### src/rtl/apb_master_engine.sv
// apb_master_engine
// APB4 master for the AXI-to-APB bridge. Accepts one transfer at a time on a
// valid/ready request channel, decodes the target slave from the address,
// runs the SETUP/ACCESS handshake with byte strobes, and returns read data
// and error status on a valid/ready response channel. An unclaimed slave
// index (decode error) and a stalled PREADY (timeout) are both reported as
// errors without hanging the engine.
//
// Ports
//   clk, rst                 clock, asynchronous active-low reset
//   req_valid/req_ready      request handshake (req_ready = engine idle)
//   req_write/addr/wdata/strb request payload
//   rsp_valid/rsp_ready      response handshake
//   rsp_rdata/err/timeout    response payload
//   PADDR..PSTRB             APB request side (PSEL is one-hot per slave)
//   PRDATA/PREADY/PSLVERR    per-slave APB return signals
module apb_master_engine #(
   parameter int unsigned ADDRESS_WIDTH   = 32,
   parameter int unsigned DATA_WIDTH      = 32,
   parameter int unsigned NUM_SLAVES      = 4,
   parameter int unsigned SLAVE_ADDR_BITS = 12,
   parameter int unsigned TIMEOUT_CYCLES  = 16
) (
   input  logic                             clk,
   input  logic                             rst,
   // request channel
   input  logic                             req_valid,
   output logic                             req_ready,
   input  logic                             req_write,
   input  logic [ADDRESS_WIDTH-1:0]         req_addr,
   input  logic [DATA_WIDTH-1:0]            req_wdata,
   input  logic [DATA_WIDTH/8-1:0]          req_strb,
   // response channel
   output logic                             rsp_valid,
   input  logic                             rsp_ready,
   output logic [DATA_WIDTH-1:0]            rsp_rdata,
   output logic                             rsp_err,
   output logic                             rsp_timeout,
   // APB master side
   output logic [ADDRESS_WIDTH-1:0]         PADDR,
   output logic [NUM_SLAVES-1:0]            PSEL,
   output logic                             PENABLE,
   output logic                             PWRITE,
   output logic [DATA_WIDTH-1:0]            PWDATA,
   output logic [DATA_WIDTH/8-1:0]          PSTRB,
   input  logic [NUM_SLAVES*DATA_WIDTH-1:0] PRDATA,
   input  logic [NUM_SLAVES-1:0]            PREADY,
   input  logic [NUM_SLAVES-1:0]            PSLVERR
);

   localparam int unsigned STRB_W = DATA_WIDTH / 8;
   localparam int unsigned IDX_W  = (NUM_SLAVES > 1) ? $clog2(NUM_SLAVES) : 1;
   localparam int unsigned CNT_W  = $clog2(TIMEOUT_CYCLES + 1);

   typedef enum logic [1:0] {
      ST_IDLE   = 2'd0,
      ST_SETUP  = 2'd1,
      ST_ACCESS = 2'd2,
      ST_RESP   = 2'd3
   } state_t;

   state_t                     state_q,       state_d;
   logic [IDX_W-1:0]           idx_q,         idx_d;
   logic [CNT_W-1:0]           cnt_q,         cnt_d;
   logic [ADDRESS_WIDTH-1:0]   paddr_q,       paddr_d;
   logic [NUM_SLAVES-1:0]      psel_q,        psel_d;
   logic                       penable_q,     penable_d;
   logic                       pwrite_q,      pwrite_d;
   logic [DATA_WIDTH-1:0]      pwdata_q,      pwdata_d;
   logic [STRB_W-1:0]          pstrb_q,       pstrb_d;
   logic                       rsp_valid_q,   rsp_valid_d;
   logic [DATA_WIDTH-1:0]      rsp_rdata_q,   rsp_rdata_d;
   logic                       rsp_err_q,     rsp_err_d;
   logic                       rsp_timeout_q, rsp_timeout_d;

   logic [IDX_W-1:0]           req_idx_c;
   logic                       decode_ok_c;
   logic [DATA_WIDTH-1:0]      sel_rdata_c;
   logic                       sel_ready_c;
   logic                       sel_err_c;

   // Slave index field sits just above the per-slave window; higher bits alias.
   if (NUM_SLAVES > 1) begin : g_decode
      assign req_idx_c = req_addr[SLAVE_ADDR_BITS +: IDX_W];
   end else begin : g_decode_single
      assign req_idx_c = '0;
   end

   // Only reachable when NUM_SLAVES is not a power of two.
   assign decode_ok_c = (32'(req_idx_c) < NUM_SLAVES);

   // Return-path mux: only the latched slave's signals are observed.
   always_comb begin
      sel_rdata_c = '0;
      sel_ready_c = 1'b0;
      sel_err_c   = 1'b0;
      for (int unsigned i = 0; i < NUM_SLAVES; i++) begin
         if (idx_q == IDX_W'(i)) begin
            sel_rdata_c = PRDATA[i*DATA_WIDTH +: DATA_WIDTH];
            sel_ready_c = PREADY[i];
            sel_err_c   = PSLVERR[i];
         end
      end
   end

   // Next-state and registered-output logic.
   always_comb begin
      state_d       = state_q;
      idx_d         = idx_q;
      cnt_d         = cnt_q;
      paddr_d       = paddr_q;
      psel_d        = psel_q;
      penable_d     = penable_q;
      pwrite_d      = pwrite_q;
      pwdata_d      = pwdata_q;
      pstrb_d       = pstrb_q;
      rsp_valid_d   = rsp_valid_q;
      rsp_rdata_d   = rsp_rdata_q;
      rsp_err_d     = rsp_err_q;
      rsp_timeout_d = rsp_timeout_q;

      case (state_q)
         ST_IDLE: begin
            if (req_valid) begin
               if (decode_ok_c) begin
                  paddr_d   = req_addr;
                  pwrite_d  = req_write;
                  pwdata_d  = req_wdata;
                  pstrb_d   = req_write ? req_strb : '0;
                  idx_d     = req_idx_c;
                  psel_d    = NUM_SLAVES'(1) << req_idx_c;
                  penable_d = 1'b0;
                  state_d   = ST_SETUP;
               end else begin
                  // Decode error: answer directly, the APB bus stays quiet.
                  rsp_valid_d   = 1'b1;
                  rsp_err_d     = 1'b1;
                  rsp_timeout_d = 1'b0;
                  rsp_rdata_d   = '0;
                  state_d       = ST_RESP;
               end
            end
         end

         ST_SETUP: begin
            penable_d = 1'b1;
            cnt_d     = '0;
            state_d   = ST_ACCESS;
         end

         ST_ACCESS: begin
            // PREADY is checked first so it wins over a same-cycle timeout.
            if (sel_ready_c) begin
               rsp_rdata_d   = (!pwrite_q && !sel_err_c) ? sel_rdata_c : '0;
               rsp_err_d     = sel_err_c;
               rsp_timeout_d = 1'b0;
               rsp_valid_d   = 1'b1;
               psel_d        = '0;
               penable_d     = 1'b0;
               state_d       = ST_RESP;
            end else if (cnt_q == CNT_W'(TIMEOUT_CYCLES - 1)) begin
               rsp_rdata_d   = '0;
               rsp_err_d     = 1'b1;
               rsp_timeout_d = 1'b1;
               rsp_valid_d   = 1'b1;
               psel_d        = '0;
               penable_d     = 1'b0;
               state_d       = ST_RESP;
            end else begin
               cnt_d = cnt_q + CNT_W'(1);
            end
         end

         ST_RESP: begin
            if (rsp_ready) begin
               rsp_valid_d = 1'b0;
               state_d     = ST_IDLE;
            end
         end

         default: begin
            state_d = ST_IDLE;
         end
      endcase
   end

   // State and output registers.
   always_ff @(posedge clk or negedge rst) begin
      if (!rst) begin
         state_q       <= ST_IDLE;
         idx_q         <= '0;
         cnt_q         <= '0;
         paddr_q       <= '0;
         psel_q        <= '0;
         penable_q     <= 1'b0;
         pwrite_q      <= 1'b0;
         pwdata_q      <= '0;
         pstrb_q       <= '0;
         rsp_valid_q   <= 1'b0;
         rsp_rdata_q   <= '0;
         rsp_err_q     <= 1'b0;
         rsp_timeout_q <= 1'b0;
      end else begin
         state_q       <= state_d;
         idx_q         <= idx_d;
         cnt_q         <= cnt_d;
         paddr_q       <= paddr_d;
         psel_q        <= psel_d;
         penable_q     <= penable_d;
         pwrite_q      <= pwrite_d;
         pwdata_q      <= pwdata_d;
         pstrb_q       <= pstrb_d;
         rsp_valid_q   <= rsp_valid_d;
         rsp_rdata_q   <= rsp_rdata_d;
         rsp_err_q     <= rsp_err_d;
         rsp_timeout_q <= rsp_timeout_d;
      end
   end

   assign req_ready   = (state_q == ST_IDLE);
   assign rsp_valid   = rsp_valid_q;
   assign rsp_rdata   = rsp_rdata_q;
   assign rsp_err     = rsp_err_q;
   assign rsp_timeout = rsp_timeout_q;
   assign PADDR       = paddr_q;
   assign PSEL        = psel_q;
   assign PENABLE     = penable_q;
   assign PWRITE      = pwrite_q;
   assign PWDATA      = pwdata_q;
   assign PSTRB       = pstrb_q;

endmodule
### config.mk
export PLATFORM = sky130hd
export DESIGN_NAME = apb_master_engine
export DESIGN_NICKNAME = d
export VERILOG_FILES = /design/src/rtl/apb_master_engine.sv
export SDC_FILE = /design/constraint.sdc
export NUM_CORES = 1
export LEC_CHECK = 0
export BUFFER_PORTS_ARGS = -buffer_cell sky130_fd_sc_hd__buf_2
export CAP_MARGIN = 20
export CORE_AREA = 2 2 125 127
export CTS_BUF_LIST = sky130_fd_sc_hd__clkbuf_4 sky130_fd_sc_hd__clkbuf_8
export CTS_CLUSTER_SIZE = 30
export DETAILED_ROUTE_END_ITERATION = 8
export DIE_AREA = 0 0 127 129
export GPL_ROUTABILITY_DRIVEN = 0
export PLACE_DENSITY_LB_ADDON = 0.3
export SYNTH_ARGS = -nofsm -noshare
export SYNTH_HDL_FRONTEND = slang
export SYNTH_SLANG_ARGS = --single-unit
### constraint.sdc
create_clock -name clk -period 2 [get_ports clk]
set_input_delay 0.1 -clock clk [delete_from_list [all_inputs] [get_ports clk]]
set_output_delay 0.1 -clock clk [all_outputs]
set_load 0.01 [all_outputs]
==> results.toml, run 1 <==
[global_route]
antenna_found_initial = 0
grt_max_degree = 45
grt_pass1_wl_mm = 24.2
grt_pass1_vias = 4924
track_usage_pct = 18.9
grt_remaining_overflow = 0

[layout]
final_cell_mix = "buf_2, dfrtp_1, dlygate4sd3_1, mux2_1, a22o_1"
final_nets = 969
syn2layout_area_growth_pct = 55.0
final_cell_count_no_fill = 954
fill_cells = 1264
final_area_um2 = 8390
layout_commonest_cell = "buf_2"
drive_gt1_share_pct = 52.2

[detailed_routing]
drtIter0Drc = 125
dr_total_vias = 4650
drt-total-wl_mm = 15.5
drc = 0
ant_nets = 0
vias_per_cell = 4.87
first_pass_iters = 4
wl_per_cell_um = 16.3

[run]
drv_cap = 0

[synth]
synth.top_cell.area_share_pct = 53.6
seq_area_frac_synth_pct = 53.6
ys_ff_latch = 116
synth_area_leaders = "dfrtp_1, mux2_1, mux4_2"
yosysTopAreaCell = "dfrtp_1"
synthesis.nets = 570
synth_cells = 355
yosysUniqueCellTypes = 42
ys_warn_count = 0
avgSynthCellArea_um2 = 15.2
netlist_area_um2 = 5410

[floorplanning]
rows = 45
core_area_um2 = 15000
fp.dieH_um = 129
dieArea_um2 = 16400
die_w_um = 127
start_util_pct = 36.1
io_pins = 319

[clocking]
cts_root_buf = "clkbuf_8"
insertion_delay_ns = 0.42
clkSinkCount = 116
tritoncts = "yes"
clk_path_buf_depth = 2
post_cts_buffers = 0
cts_made_buffers = 17
htree_levels = 4
clkSlewWorstSetupHoldPaths_ns = 0.07

[sta]
fin_crit_ns = 1.95
tns_ns = 0
setup_viol_count_final = 0
worstMarginPinSlew_ns = 0.417
slew_viol_final = 0
slew_headroom_pct = 72.2
hold_ws_ns = 0.107
finalCritPeriodShare_pct = 97.3
final-hold-violation-count = 0
fin_worst_skew_ns = 0.0109
max_freq_mhz = 514

[placement]
portBuffers = 318
place_inst = 848
dpl_cell_area_um2 = 7260
dpl.hpwl_mm = 11.6

[setup_path]
critPathLaunchType = "register"
cp-startpoint = "cnt_q[1]"
critPathRequiredTime_ns = 2.30
end_kind = "register"
cp.arrival_ns = 2.24
reg2reg_from = "cnt_q[1]"
criticalPathCategory = "register to register"
cp_max_fo = 10

[run_status]
status = "finished clean"

[power_and_ir_drop]
p_leak_nw = 4.21
vdd_drop_max_mv = 0.573
p_per_area_nw_per_um2 = 1290

[worst_hold_path]
hp-start = "PRDATA[127]"
hp-class = "input pin to register"
[worst paths after layout]
path | endpoint | slack [ns] | cells past startpoint
hold reg to reg | PADDR[2] | 0.48 | 1
setup reg to reg | cnt_q[2] | 0.05 | 7
hold / removal | rsp_rdata[31] | 0.11 | 3
min in group asynchronous | PWDATA[15] | 0.15 | 2
max in group asynchronous | rsp_rdata[10] | 1.13 | 3
setup / recovery | cnt_q[2] | 0.05 | 7
[per-stage QoR]
step                      util [%]  setup slack (ns)  power [mW]
after CTS                     55.9            0.0354        11.0
after global routing          56.0          -0.00585        11.6
after floorplan                  -            0.0455        6.95
after detailed placement      48.5            0.0389        8.84
final                         56.0            0.0541        10.9
after global placement        48.5             0.114        8.66
[flip-flops by register name, indices dropped and copies added (netlist names)]
name,cells
PENABLE,1
PSTRB,4
PWRITE,1
PSEL,4
PWDATA,32
PADDR,31
rsp_rdata,32
cnt_q,5
rsp_valid,1
state_q,2
rsp_timeout,1
rsp_err,1
idx_q,1
[layout make-up]
type                            count  area [µm²]  area share [%]
Antenna cell                        1        2.50          0.0298
Multi-Input combinational cell    205        2350            28.1
Inverter                            8        30.0           0.358
Clock inverter                      6        55.1           0.656
Sequential cell                   116        2900            34.6
Clock buffer                       24         305            3.64
Timing Repair Buffer              406        2500            29.8
Tap cell                          188         235            2.80
[per-layer routing]
metal	global-route usage [%]	vias to the layer above	part of all wire [%]
li1	-	2162	-
met1	21.7	2271	38
met2	34.0	195	54
met3	5.45	22	6.4
met4	6.59	0	2.2
met5	0	-	0
[power breakdown]
part           internal [mW]  switching (mW)
sequential              3.33           0.524
clock                   1.11           0.840
combinational           2.58            2.48
[logic make-up (layout without fill, tap and decap cells)]
logic type / after synthesis / count (layout) / share of synthesized area [%]
adders and majority gates: 6 / 6 / 1.39
other: 0 / 1 / 0
and+or+nand+nor: 40 / 40 / 4.23
buffers and inverters: 34 / 444 / 3.28
muxes: 104 / 104 / 28.9
DFF: 116 / 116 / 53.6
AOI/OAI and AO/OA: 55 / 55 / 8.58
[cell usage after synthesis]
master	n
a211o_1	1
a211oi_1	1
a21oi_1	3
a221o_1	2
a22o_1	32
a311o_1	1
and3_1	2
buf_1	2
buf_2	4
buf_6	4
clkbuf_1	13
clkinv_1	1
dfrtp_1	116
dlygate4sd1_1	3
ha_1	6
inv_1	7
mux2_1	68
mux2_2	1
mux2i_1	1
mux4_1	3
mux4_2	31
nand2_1	13
nand2b_1	5
nand3_1	2
nor2_1	3
nor2b_1	3
nor3_1	3
nor3b_1	3
nor4_1	2
nor4b_4	1
nor4bb_1	1
o211a_1	1
o211ai_1	3
o21ai_1	4
o21ai_2	1
o221ai_1	1
o2bb2ai_1	1
o2bb2ai_2	1
o311a_1	2
o311ai_1	1
or2_1	1
or3_1	1
[critical path: stages (launching register included)]
cell and delay, ns:
dfrtp_1 0.42, ha_1 0.23, and3_1 0.19, ha_1 0.19, buf_4 0.17, nand2b_1 0.17, o211a_1 0.22, a211o_1 0.26
[repair_timing]
action	4_1_cts	5_1_grt
setup endpoints to repair	0	5
hold endpoints to repair	141	0
hold buffers	75	0
resized for setup	0	2
No activity file was read; power rests on OpenSTA's default activity.
==> run 2, diff against run 1 <==
ABC_CLOCK_PERIOD_IN_PS = 1600   (was unset)
clock period = 1.6 ns   (was 2 ns; I/O delays follow)
==> results.toml, run 2 (same netlist as run 1, synthesis figures left out) <==
[clocking]
clkSlewWorstSetupHoldPaths_ns = 0.07
cts_root_buf = "clkbuf_8"
clkSinkCount = 116
tritoncts = "yes"
htree_levels = 4
insertion_delay_ns = 0.42
cts_made_buffers = 17
clk_path_buf_depth = 2

[detailed_routing]
ant_nets = 0
wl_per_cell_um = 19.0
dr_total_vias = 4941
first_pass_iters = 4
drc = 0
drt-total-wl_mm = 18.9
drtIter0Drc = 188
vias_per_cell = 4.97

[run_status]
violations = "negative setup slack"
status = "finished, violations left"

[floorplanning]
rows = 45
dieArea_um2 = 16400
io_pins = 319
start_util_pct = 36.1
die_w_um = 127
fp.dieH_um = 129
core_area_um2 = 15000

[power_and_ir_drop]
pwr-share-comb_pct = 51.7
p_leak_nw = 4.53
vdd_drop_max_mv = 0.734
p_per_area_nw_per_um2 = 1720
power_frac_clock_pct = 17.2
p_int_mw = 9.97
power_switching_mw = 5.65
share_seq_of_total_power_pct = 31.1
switching_share_pct = 36.2

[setup_path]
cp.arrival_ns = 2.13
critPathLaunchType = "register"
cp_cell_sequence = "mux4_2 -> buf_12 -> or2_4 -> a311o_1"
r2r_setup_slack_ns = -0.22
reg2reg_from = "idx_q[0]"
criticalPathCategory = "register to register"
critPathRequiredTime_ns = 1.90
cp_max_fo = 7
crit_path_max_incr_delay_ns = 0.57
reg2reg_depth = 4
end_kind = "register"
cp_slowest_cell = "mux4_2"
rr_endpoint = "cnt_q[0]"

[sta]
rsz0062_at_grt = "true"
max_freq_mhz = 548
finalCritPeriodShare_pct = 114
slew_headroom_pct = 72.2
setup_viol_count_final = 46
slew_viol_final = 0
fin_crit_ns = 1.82
final-hold-violation-count = 0
worstMarginPinSlew_ns = 0.417
fin_worst_skew_ns = 0.00851
worst_slack_ns = -0.224

[worst_hold_path]
hp-class = "input pin to async pin"

[placement]
portBuffers = 318
dpl_cell_area_um2 = 7450
place_inst = 868
place_ws_ns = -0.315
dpl.hpwl_mm = 12.6

[layout]
final_area_um2 = 9070
final_util_pct = 60.5
final_nets = 1009
final_cell_mix = "buf_2, dfrtp_1, dlygate4sd3_1, mux2_1"
layout_commonest_cell = "buf_2"
final_cell_count_no_fill = 995
drive_gt1_share_pct = 56.8
antenna_cells = 0
syn2layout_area_growth_pct = 67.5

[global_route]
track_usage_pct = 22.1
grt_remaining_overflow = 0
antenna_found_initial = 0
grt_pass1_vias = 5271
grt_pass1_wl_mm = 27.5
grt_max_degree = 56

[run]
drv_cap = 0
## run 2: cell types whose count changed in the layout (fill, tap and decap cells not counted), moves of 3 or more
cell        delta
buf_4         +19
mux2_4         +6
buf_6          +9
ha_1           -3
clkbuf_4       -4
mux2_1         -8
buf_12         +3
clkbuf_16      +5
buf_16         +4
clkinvlp_4     +4
## run 2: how the worst max path moves through the flow
stage | from | to | slack (ns)
after CTS | idx_q[0] | cnt_q[0] | -0.22
after floorplan | idx_q[0] | cnt_q[0] | -0.22
after global routing | idx_q[0] | cnt_q[0] | -0.31
after detailed placement | idx_q[0] | rsp_rdata[12] | -0.32
final | idx_q[0] | cnt_q[0] | -0.22
after global placement | idx_q[0] | rsp_rdata[5] | -0.26
## run 2: metal layers
layer,global-route usage (%),vias to the layer above,wire [µm]
li1,-,2255,-
met1,23.3,2432,6850
met2,42.9,231,10500
met3,5.28,23,1190
met4,7.24,0,374
met5,0,-,0
## run 2: per-stage QoR
| step | power [mW] | setup TNS (ns) | hold slack [ns] |
|---|---|---|---|
| final | 15.6 | -8.16 | 0.0813 |
| after global routing | 16.6 | -12.20 | 0.0588 |
| after CTS | 15.1 | -8.06 | 0.0421 |
| after detailed placement | 11.5 | -16.08 | -0.0368 |
| after global placement | 11.2 | -12.49 | -0.0350 |
| after floorplan | 8.84 | -9.03 | -0.216 |
## run 2: repair_timing
item                                   in CTS  in global routing
gates cloned                                4                  7
setup endpoints to repair                 114                 70
hold buffers                               75                  0
resized for setup                          23                 21
endpoints found under the hold margin     187                  0
setup buffers                               8                  3
pin swaps                                   9                 27
## run 2: final cells by class
| class | count | area [µm²] |
|---|---|---|
| Clock buffer | 19 | 262 |
| Timing Repair Buffer | 445 | 3050 |
| Fill cell | 1158 | 5910 |
| Tap cell | 188 | 235 |
| Sequential cell | 116 | 2900 |
| Clock inverter | 13 | 133 |
| Inverter | 8 | 32.5 |
| Multi-Input combinational cell | 206 | 2450 |
## run 2: power by group through the flow
stage          clock, mW  sequential (mW)  combinational [mW]
6_report            2.69             4.86                8.07
5_1_grt             2.92             5.00                8.65
4_1_cts             2.75             4.81                7.51
3_5_place_dp           0             4.86                6.62
3_3_place_gp           0             4.78                6.45
2_1_floorplan          0             5.35                3.48
## run 2: critical path: cells and delay by family (launching register included)
kind | cells | cell delay [ns]
DFF | 1 | 0.40
and+or+nand+nor | 1 | 0.26
buffers and inverters | 1 | 0.17
AOI/OAI and AO/OA | 1 | 0.32
muxes | 1 | 0.57
